[config.mk]
export PLATFORM = sky130hd
export DESIGN_NAME = button_bank
export DESIGN_NICKNAME = d
export VERILOG_FILES = /design/src/rtl/button_bank.sv
export SDC_FILE = /design/constraint.sdc
export NUM_CORES = 1
export LEC_CHECK = 0
export ABC_CLOCK_PERIOD_IN_PS = 2000
export CELL_PAD_IN_SITES_DETAIL_PLACEMENT = 2
export CELL_PAD_IN_SITES_GLOBAL_PLACEMENT = 2
export CORE_MARGIN = 2
export CORE_UTILIZATION = 35
export CTS_BUF_LIST = sky130_fd_sc_hd__clkbuf_4 sky130_fd_sc_hd__clkbuf_8 sky130_fd_sc_hd__clkbuf_16
export CTS_CLUSTER_SIZE = 8
export DETAILED_ROUTE_END_ITERATION = 10
export PLACE_DENSITY_LB_ADDON = 0.1
export SLEW_MARGIN = 20
export SYNTH_ARGS = -nofsm -noshare
export SYNTH_HDL_FRONTEND = slang
export SYNTH_SLANG_ARGS = --single-unit
[constraint.sdc]
create_clock -name clk -period 2 [get_ports clk]
set_input_delay 0.2 -clock clk [delete_from_list [all_inputs] [get_ports clk]]
set_output_delay 0.2 -clock clk [all_outputs]
set_load 0.03 [all_outputs]
[src/rtl/button_bank.sv]
// rtl/button_bank.sv - N-channel button debouncer with press/release, long-press and auto-repeat pulses
//
// Optional feature macro: BUTTON_BANK_REPEAT_EN (builds the auto-repeat logic in the LONG state).
//
// Ports:
//   clk            system clock
//   rst_n          asynchronous active-low reset
//   btn            raw button pins (INV_MASK bit set = pin is active-low)
//   level          debounced active-high button state
//   press          one-clock pulse when level rises
//   release_pulse  one-clock pulse when level falls
//   long_press     one-clock pulse after a press has been held LONG_PRESS_CYCLES
//   repeat_pulse   one-clock auto-repeat pulse while held past the long press
//   any_press      OR of press, same cycle as press
// release/repeat are reserved words, hence the _pulse suffix on those two ports.

module button_bank #(
    parameter int               N_BTN             = 4,
    parameter int               DEBOUNCE_CYCLES   = 16,
    parameter int               LONG_PRESS_CYCLES = 1000,
    parameter int               REPEAT_CYCLES     = 200,
    parameter logic [N_BTN-1:0] INV_MASK          = '0
) (
    input  logic             clk,
    input  logic             rst_n,
    input  logic [N_BTN-1:0] btn,
    output logic [N_BTN-1:0] level,
    output logic [N_BTN-1:0] press,
    output logic [N_BTN-1:0] release_pulse,
    output logic [N_BTN-1:0] long_press,
    output logic [N_BTN-1:0] repeat_pulse,
    output logic             any_press
);

    localparam int DW   = $clog2(DEBOUNCE_CYCLES + 1);
    localparam int HMAX = (LONG_PRESS_CYCLES > REPEAT_CYCLES) ? LONG_PRESS_CYCLES : REPEAT_CYCLES;
    localparam int HW   = $clog2(HMAX + 1);

    // Compare against N-1 so the event is registered on the clock the count reaches N.
    localparam logic [DW-1:0] DB_LAST = DW'(DEBOUNCE_CYCLES - 1);
    localparam logic [HW-1:0] LP_LAST = HW'(LONG_PRESS_CYCLES - 1);
    localparam logic [HW-1:0] H_SAT   = '1;

    typedef enum logic [1:0] {IDLE, HELD, LONG} hold_state_t;

    logic [N_BTN-1:0] sync1, sync2;
    logic [N_BTN-1:0] press_ev, release_ev;

    always_ff @(posedge clk or negedge rst_n) begin
        if (!rst_n) begin
            sync1 <= '0;
            sync2 <= '0;
        end else begin
            sync1 <= btn ^ INV_MASK;
            sync2 <= sync1;
        end
    end

    always_ff @(posedge clk or negedge rst_n) begin
        if (!rst_n) begin
            any_press <= 1'b0;
        end else begin
            any_press <= |press_ev;
        end
    end

    for (genvar i = 0; i < N_BTN; i++) begin : g_ch
        logic [DW-1:0] db_cnt;
        logic          lvl_q, press_q, rel_q;
        logic          changed, db_done;

        assign changed       = sync2[i] ^ lvl_q;
        assign db_done       = changed && (db_cnt == DB_LAST);
        assign press_ev[i]   = db_done && !lvl_q;
        assign release_ev[i] = db_done && lvl_q;

        always_ff @(posedge clk or negedge rst_n) begin
            if (!rst_n) begin
                db_cnt  <= '0;
                lvl_q   <= 1'b0;
                press_q <= 1'b0;
                rel_q   <= 1'b0;
            end else begin
                press_q <= press_ev[i];
                rel_q   <= release_ev[i];
                if (!changed) begin
                    db_cnt <= '0;
                end else if (db_done) begin
                    db_cnt <= '0;
                    lvl_q  <= ~lvl_q;
                end else begin
                    db_cnt <= db_cnt + 1'b1;
                end
            end
        end

        hold_state_t st, st_nx;
        logic [HW-1:0] hcnt, hcnt_nx, hcnt_inc;
        logic          lp_nx, lp_q;

        assign hcnt_inc = (hcnt == H_SAT) ? hcnt : hcnt + 1'b1;

`ifdef BUTTON_BANK_REPEAT_EN
        localparam logic [HW-1:0] RP_LAST = HW'(REPEAT_CYCLES - 1);
        logic rp_nx, rp_q;
`endif

        always_comb begin
            st_nx   = st;
            hcnt_nx = hcnt;
            lp_nx   = 1'b0;
`ifdef BUTTON_BANK_REPEAT_EN
            rp_nx   = 1'b0;
`endif
            // Release wins over any long-press/repeat due on the same clock.
            if (release_ev[i]) begin
                st_nx   = IDLE;
                hcnt_nx = '0;
            end else begin
                case (st)
                    IDLE: begin
                        if (press_ev[i]) begin
                            st_nx   = HELD;
                            hcnt_nx = '0;
                        end
                    end
                    HELD: begin
                        if (hcnt == LP_LAST) begin
                            lp_nx   = 1'b1;
                            st_nx   = LONG;
                            hcnt_nx = '0;
                        end else begin
                            hcnt_nx = hcnt_inc;
                        end
                    end
                    LONG: begin
`ifdef BUTTON_BANK_REPEAT_EN
                        if (hcnt == RP_LAST) begin
                            rp_nx   = 1'b1;
                            hcnt_nx = '0;
                        end else begin
                            hcnt_nx = hcnt_inc;
                        end
`else
                        st_nx = LONG;
`endif
                    end
                    default: st_nx = IDLE;
                endcase
            end
        end

        always_ff @(posedge clk or negedge rst_n) begin
            if (!rst_n) begin
                st   <= IDLE;
                hcnt <= '0;
                lp_q <= 1'b0;
            end else begin
                st   <= st_nx;
                hcnt <= hcnt_nx;
                lp_q <= lp_nx;
            end
        end

`ifdef BUTTON_BANK_REPEAT_EN
        always_ff @(posedge clk or negedge rst_n) begin
            if (!rst_n) begin
                rp_q <= 1'b0;
            end else begin
                rp_q <= rp_nx;
            end
        end
        assign repeat_pulse[i] = rp_q;
`else
        assign repeat_pulse[i] = 1'b0;
`endif

        assign level[i]         = lvl_q;
        assign press[i]         = press_q;
        assign release_pulse[i] = rel_q;
        assign long_press[i]    = lp_q;
    end

endmodule
==> results.yml, run 1 <==
synthesis:
  synth.distinct_cells: 53
  synth_top_area_share_pct: 49.4
  syn_area_um2: 4710
  yosysWarnings: 0
  ys_top_cells_by_area: "dfrtp_1, ha_1, buf_4"
  synthFlopType: "dfrtp_1"
  avgSynthCellArea_um2: 10.3
  synthArstFlopShare_pct: 100
  synth_edf_count: 0
  ys_seq_elements: 93
  seq_area_frac_synth_pct: 49.4
  synthCells: 458
  yosys.area.top_type: "dfrtp_1"
global_routing:
  grt_pass1_wl_um: 20700
  gr-total-overflow: 0
  grt_usage_pct: 18.0
  grt_pass1_vias: 4113
  grt_antenna_before_repair: 0
  grt_max_degree: 40
sta:
  report.final.slew_viol_count: 0
  rsz0062_at_grt: "true"
  fin_worst_skew_ps: 5.75
  setup_slack_ps: 20.3
  setup-tns-final_ps: 0
  setup_violations: 0
  fmax_mhz: 505
  period_share_pct: 99.0
  hold_violations: 0
  fin_crit_ps: 1980
detailed_routing:
  first_pass_iters: 4
  drtAntennaViolNets: 0
  drc: 0
  wl_per_cell_um: 17.1
  drt_wl_total_um: 12000
  via_count: 3676
  via_per_inst: 5.24
  drt-initial-drc-count: 149
layout:
  seq_area_um2: 2330
  final_cell_mix: "dfrtp_1, buf_4, nor2_1"
  n_antenna_cell: 0
  area.growth.synth_to_final_pct: 25.1
  multi_input_area_um2: 2340
  final_area_um2: 5890
  nNetsFinal: 545
  final_common_cell: "dfrtp_1"
  drive_gt1_share_pct: 23.2
  fill_cells: 1385
clock_tree:
  numCtsBuffers: 9
  numClockSinks: 93
  clk_latency_ps: 340
  clk_path_buf_depth: 2
  cts_htree_levels: 3
  ctsRootBufferMaster: "clkbuf_16"
  path_clk_slew_ps: 60
  cts_tree: "done"
run_status:
  outcome: "finished clean"
critical_path:
  reg2reg_depth: 6
  worst_ep_arrival_time_ps: 2210
  startpoint: "g_ch[0].hcnt[0]"
  setup.worst_path.end_class: "register"
  reg2reg_slack_ps: 20
  required_ps: 2230
  startpoint_type: "register"
  worstPathMaxFanout: 6
  reg2reg_from: "g_ch[0].hcnt[0]"
  r2r_end: "g_ch[0].hcnt[0]"
  crit_type: "register to register"
floorplanning:
  coreArea_um2: 13200
  die_area_um2: 14400
  die_h_um: 120
  fp.dieW_um: 120
  placementRows: 42
  io-pin-count: 27
  start_util_pct: 35.7
placed_design:
  dpl.hpwl_um: 8630
  place_worst_setup_slack_ps: -79.0
  placed_cell_area_um2: 5340
  gp_congestion: 0.769
  io_buffers: 22
power:
  power.leakage_nw: 2.48
  powerDensity_nw_per_um2: 731
  ir_drop_uv: 408
run:
  cap_violations: 0
hold_path:
  worstHoldPathType: "input port to asynchronous set/reset pin"
==> worst max-delay path by stage <==
stage / to / slack [ps] / depth (start not counted)
2_1_floorplan: g_ch[1].hcnt[5] / 60 / 6
3_3_place_gp: g_ch[0].hcnt[0] / 20 / 6
3_5_place_dp: g_ch[0].hcnt[0] / -80 / 6
4_1_cts: g_ch[1].hcnt[5] / 0.9 / 6
5_1_grt: g_ch[1].hcnt[5] / -30 / 8
6_report: g_ch[0].hcnt[0] / 20 / 6
==> sequential cells by signal (all words and copies together), names as in the netlist <==
signal / flops
sync1: 4
g_ch.st: 8
any_press: 1
sync2: 4
g_ch.db_cnt: 20
g_ch.lvl_q: 4
g_ch.hcnt: 40
g_ch.lp_q: 4
g_ch.rel_q: 4
g_ch.press_q: 4
==> cells in the mapped netlist, types with 5 or more instances <==
master and instances:
o41ai_1 5, a21oi_1 14, a22o_1 8, xor2_1 7
or3_1 5, inv_1 18, ha_1 17, nor3_1 23
nor2b_1 8, nand3_1 22, o21ai_0 30, o21ai_1 7
o31ai_1 11, nor2_1 40, nand2b_1 11, buf_4 20
nand2_1 33, xnor2_1 9, dfrtp_1 93
==> power breakdown <==
group | switching, mW | total [mW] | internal, mW
Clock | 0.702 | 1.67 | 0.965
Combinational | 0.343 | 0.638 | 0.295
Sequential | 0.0554 | 2.00 | 1.95
==> logic make-up (layout without fill, tap and decap cells) <==
group	after synthesis	in the layout	share of synthesized area [%]
AND/OR/NAND/NOR	176	176	19.4
AO/OA/AOI/OAI	104	104	16.7
flip-flops	93	93	49.4
buffers and inverters	44	109	5.21
XOR/XNOR	18	18	3.67
adder cells (fa/ha/maj)	17	17	4.52
multiplexers	5	5	1.09
other	1	4	0.0796
==> through the flow <==
stage | total power, mW | utilization [%] | hold WS (ps) | std cells
finish | 4.31 | 44.7 | 272 | 702
global route | 4.54 | 44.7 | 274 | 702
CTS | 4.34 | 42.9 | 254 | 693
detailed placement | 2.62 | 40.5 | 80.4 | 677
global placement | 2.58 | 40.5 | 83.6 | 677
floorplan | 2.37 | - | -95.6 | 461
==> area by class of cell <==
class,count,area share (%)
Clock buffer,14,4.78
Clock inverter,1,0.0849
Inverter,18,1.15
Multi-Input combinational cell,324,39.8
Sequential cell,93,39.5
Tap cell,176,3.74
Timing Repair Buffer,76,11.0
==> worst max-delay path, cell delays in order (launching register included) <==
cell,delay [ps]
dfrtp_1,410
ha_4,160
or4bb_4,500
nor3_4,250
or2_4,210
nor2_4,70
mux2_2,270
==> metal layers <==
metal	track usage [%]	wire, µm	up-vias
li1	-	-	1747
met1	22.7	5490	1887
met2	30.8	6050	34
met3	4.52	315	8
met4	4.19	125	0
met5	0	0	-
==> what timing repair did <==
action	CTS	global route
hold buffers	1	0
endpoints found under the setup margin	14	45
pin swaps	0	10
resized for setup	6	38
setup buffers	0	8
endpoints found under the hold margin	14	0
gates cloned	0	1
Power figures use the tool's default switching activity.
==> run 2, diff against run 1 <==
PLACE_DENSITY_LB_ADDON = 0.2   (was 0.1)
==> run 2 against run 1 <==
Compared with the run above: clock-buffer cell count fell by 4; sequential cell count did not move; cell count rose by 0.71%; worst setup slack improved by 19 ps; largest power group unchanged; highest routed layer unchanged.
==> results.yml, run 2 (synthesis results as in run 1) <==
power:
  seq_power_share_pct: 46.3
  power.leakage_nw: 2.50
  totalPowerFinal_mw: 4.34
  switching_power_mw: 1.20
  ir_drop_uv: 396
  p_comb_share_pct: 16.2
  internal_power_mw: 3.14
  sw_frac_of_total_pct: 27.6
  powerDensity_nw_per_um2: 731
  clkPwrFrac_pct: 37.5
global_routing:
  gr-usage-met1_pct: 22.1
  busiest_layer: "met2"
  grt_pass1_wl_um: 20900
  grt_max_degree: 48
  gr-total-overflow: 0
  grt_util_met3_pct: 2.71
  grt_antenna_before_repair: 0
  grt_pass1_vias: 4107
  use_met2_pct: 32.2
  grt_usage_pct: 18.2
floorplanning:
  start_util_pct: 35.7
  io-pin-count: 27
  coreArea_um2: 13200
  fp.dieW_um: 120
  die_area_um2: 14400
  die_h_um: 120
  placementRows: 42
detailed_routing:
  first_pass_iters: 4
  drtAntennaViolNets: 0
  drt_wl_total_um: 12700
  via_per_inst: 5.24
  drt-initial-drc-count: 123
  wl_per_cell_um: 18.0
  drc: 0
  via_count: 3705
sta:
  fmax_mhz: 510
  rsz0062_at_grt: "true"
  setup_violations: 0
  fin_worst_skew_ps: 7.00
  period_share_pct: 98.1
  max_slew_margin_pct: 59.4
  fin_crit_ps: 1960
  hold_violations: 0
  report.final.slew_viol_count: 0
  tightest_slew_ps: 609
  setup_slack_ps: 38.8
critical_path:
  worst_ep_arrival_time_ps: 2200
  startpoint_type: "register"
  required_ps: 2240
  worst-path-buf-inv: 0
  cp_top_family: "simple AND/OR/NAND/NOR gates"
  cpMaxStageDelayCell: "or4bb_4"
  worstPathMaxFanout: 6
  crit_type: "register to register"
  crit_path_max_incr_delay_ps: 570
  setup.worst_path.end_class: "register"
  reg2reg_slack_ps: 40
  cp_cell_sequence: "ha_4 > or4bb_4 > nor3_4 > or2_4 > nor2_4 > mux2_4"
run:
  cap_violations: 0
hold_path:
  worstHoldPathType: "input port to register"
layout:
  n_antenna_cell: 0
  fill_cells: 1387
  seq_area_um2: 2330
  largest_reg_flops: 40
  final_cell_mix: "dfrtp_1, buf_4, nor2_1"
  final_common_cell: "dfrtp_1"
  drive_gt1_share_pct: 25.2
  area.growth.synth_to_final_pct: 26.1
  fin_util_pct: 45.0
  top_register: "g_ch.hcnt"
  nNetsFinal: 549
  final_cells: 707
  multi_input_area_um2: 2390
  reg_top3: "g_ch.hcnt (40), g_ch.db_cnt (20), g_ch.st (8)"
placed_design:
  gp_congestion: 0.764
  place_worst_setup_slack_ps: -75.8
  dpl.hpwl_um: 8710
  placedCellCount: 682
  io_buffers: 22
clock_tree:
  cts_tree: "done"
  ctsRootBufferMaster: "clkbuf_16"
  numClockSinks: 93
  path_clk_slew_ps: 70
  numCtsBuffers: 9
  clk_path_buf_depth: 2
  clk_latency_ps: 350
  cts_htree_levels: 3
run_status:
  outcome: "finished clean"
-- run 2: power by group through the flow --
stage / Clock [mW] / Sequential (mW) / Combinational, mW
6_report: 1.63 / 2.01 / 0.704
3_3_place_gp: 0 / 2.03 / 0.547
5_1_grt: 1.74 / 2.02 / 0.774
4_1_cts: 1.68 / 2.00 / 0.612
2_1_floorplan: 0 / 2.02 / 0.353
3_5_place_dp: 0 / 2.04 / 0.587
-- run 2: final timing paths --
path                            startpoint  cells past startpoint         endpoint
min in group asynchronous            rst_n                      3  g_ch[2].hcnt[8]
setup reg to reg           g_ch[0].hcnt[1]                      6  g_ch[0].hcnt[0]
hold reg to reg                   sync1[2]                      0         sync2[2]
max in group asynchronous            rst_n                      3  g_ch[0].hcnt[0]
hold / removal                      btn[3]                      1         sync1[3]
setup / recovery           g_ch[0].hcnt[1]                      6  g_ch[0].hcnt[0]
-- run 2: worst reg2reg max path: stages, from the launching register on --
cell and delay (ps):
dfrtp_1 410, ha_4 170, or4bb_4 570, nor3_4 160
or2_4 200, nor2_4 60, mux2_4 280
-- run 2: layer usage --
metal	vias to the layer above	routed length, µm	share of wire [%]
met5	-	0	0
met4	0	214	1.7
met3	12	210	1.7
met2	27	6780	53
met1	1900	5490	43
li1	1766	-	-
-- run 2: layout make-up --
class,instances,area share [%]
Multi-Input combinational cell,324,40.3
Clock inverter,6,0.632
Timing Repair Buffer,80,11.0
Tap cell,176,3.71
Sequential cell,93,39.2
Clock buffer,10,4.02
Inverter,18,1.14
-- run 2: metrics by stage --
step | instance area (µm²) | setup TNS, ps | hold slack [ps]
global placement | 5350 | -5.84 | 336
finish | 5940 | 0 | 290
global route | 5940 | -238 | 286
floorplan | 4720 | 0 | -95.6
detailed placement | 5350 | -565 | 337
CTS | 5670 | 0 | 282
-- run 2: repair_timing --
item,4_1_cts,5_1_grt
buffers inserted,0,7
gates resized for setup,8,58
cloned,0,1
endpoints found under the hold margin,93,0
hold buffers,1,0
setup endpoints to repair,19,38
pin swaps,2,15
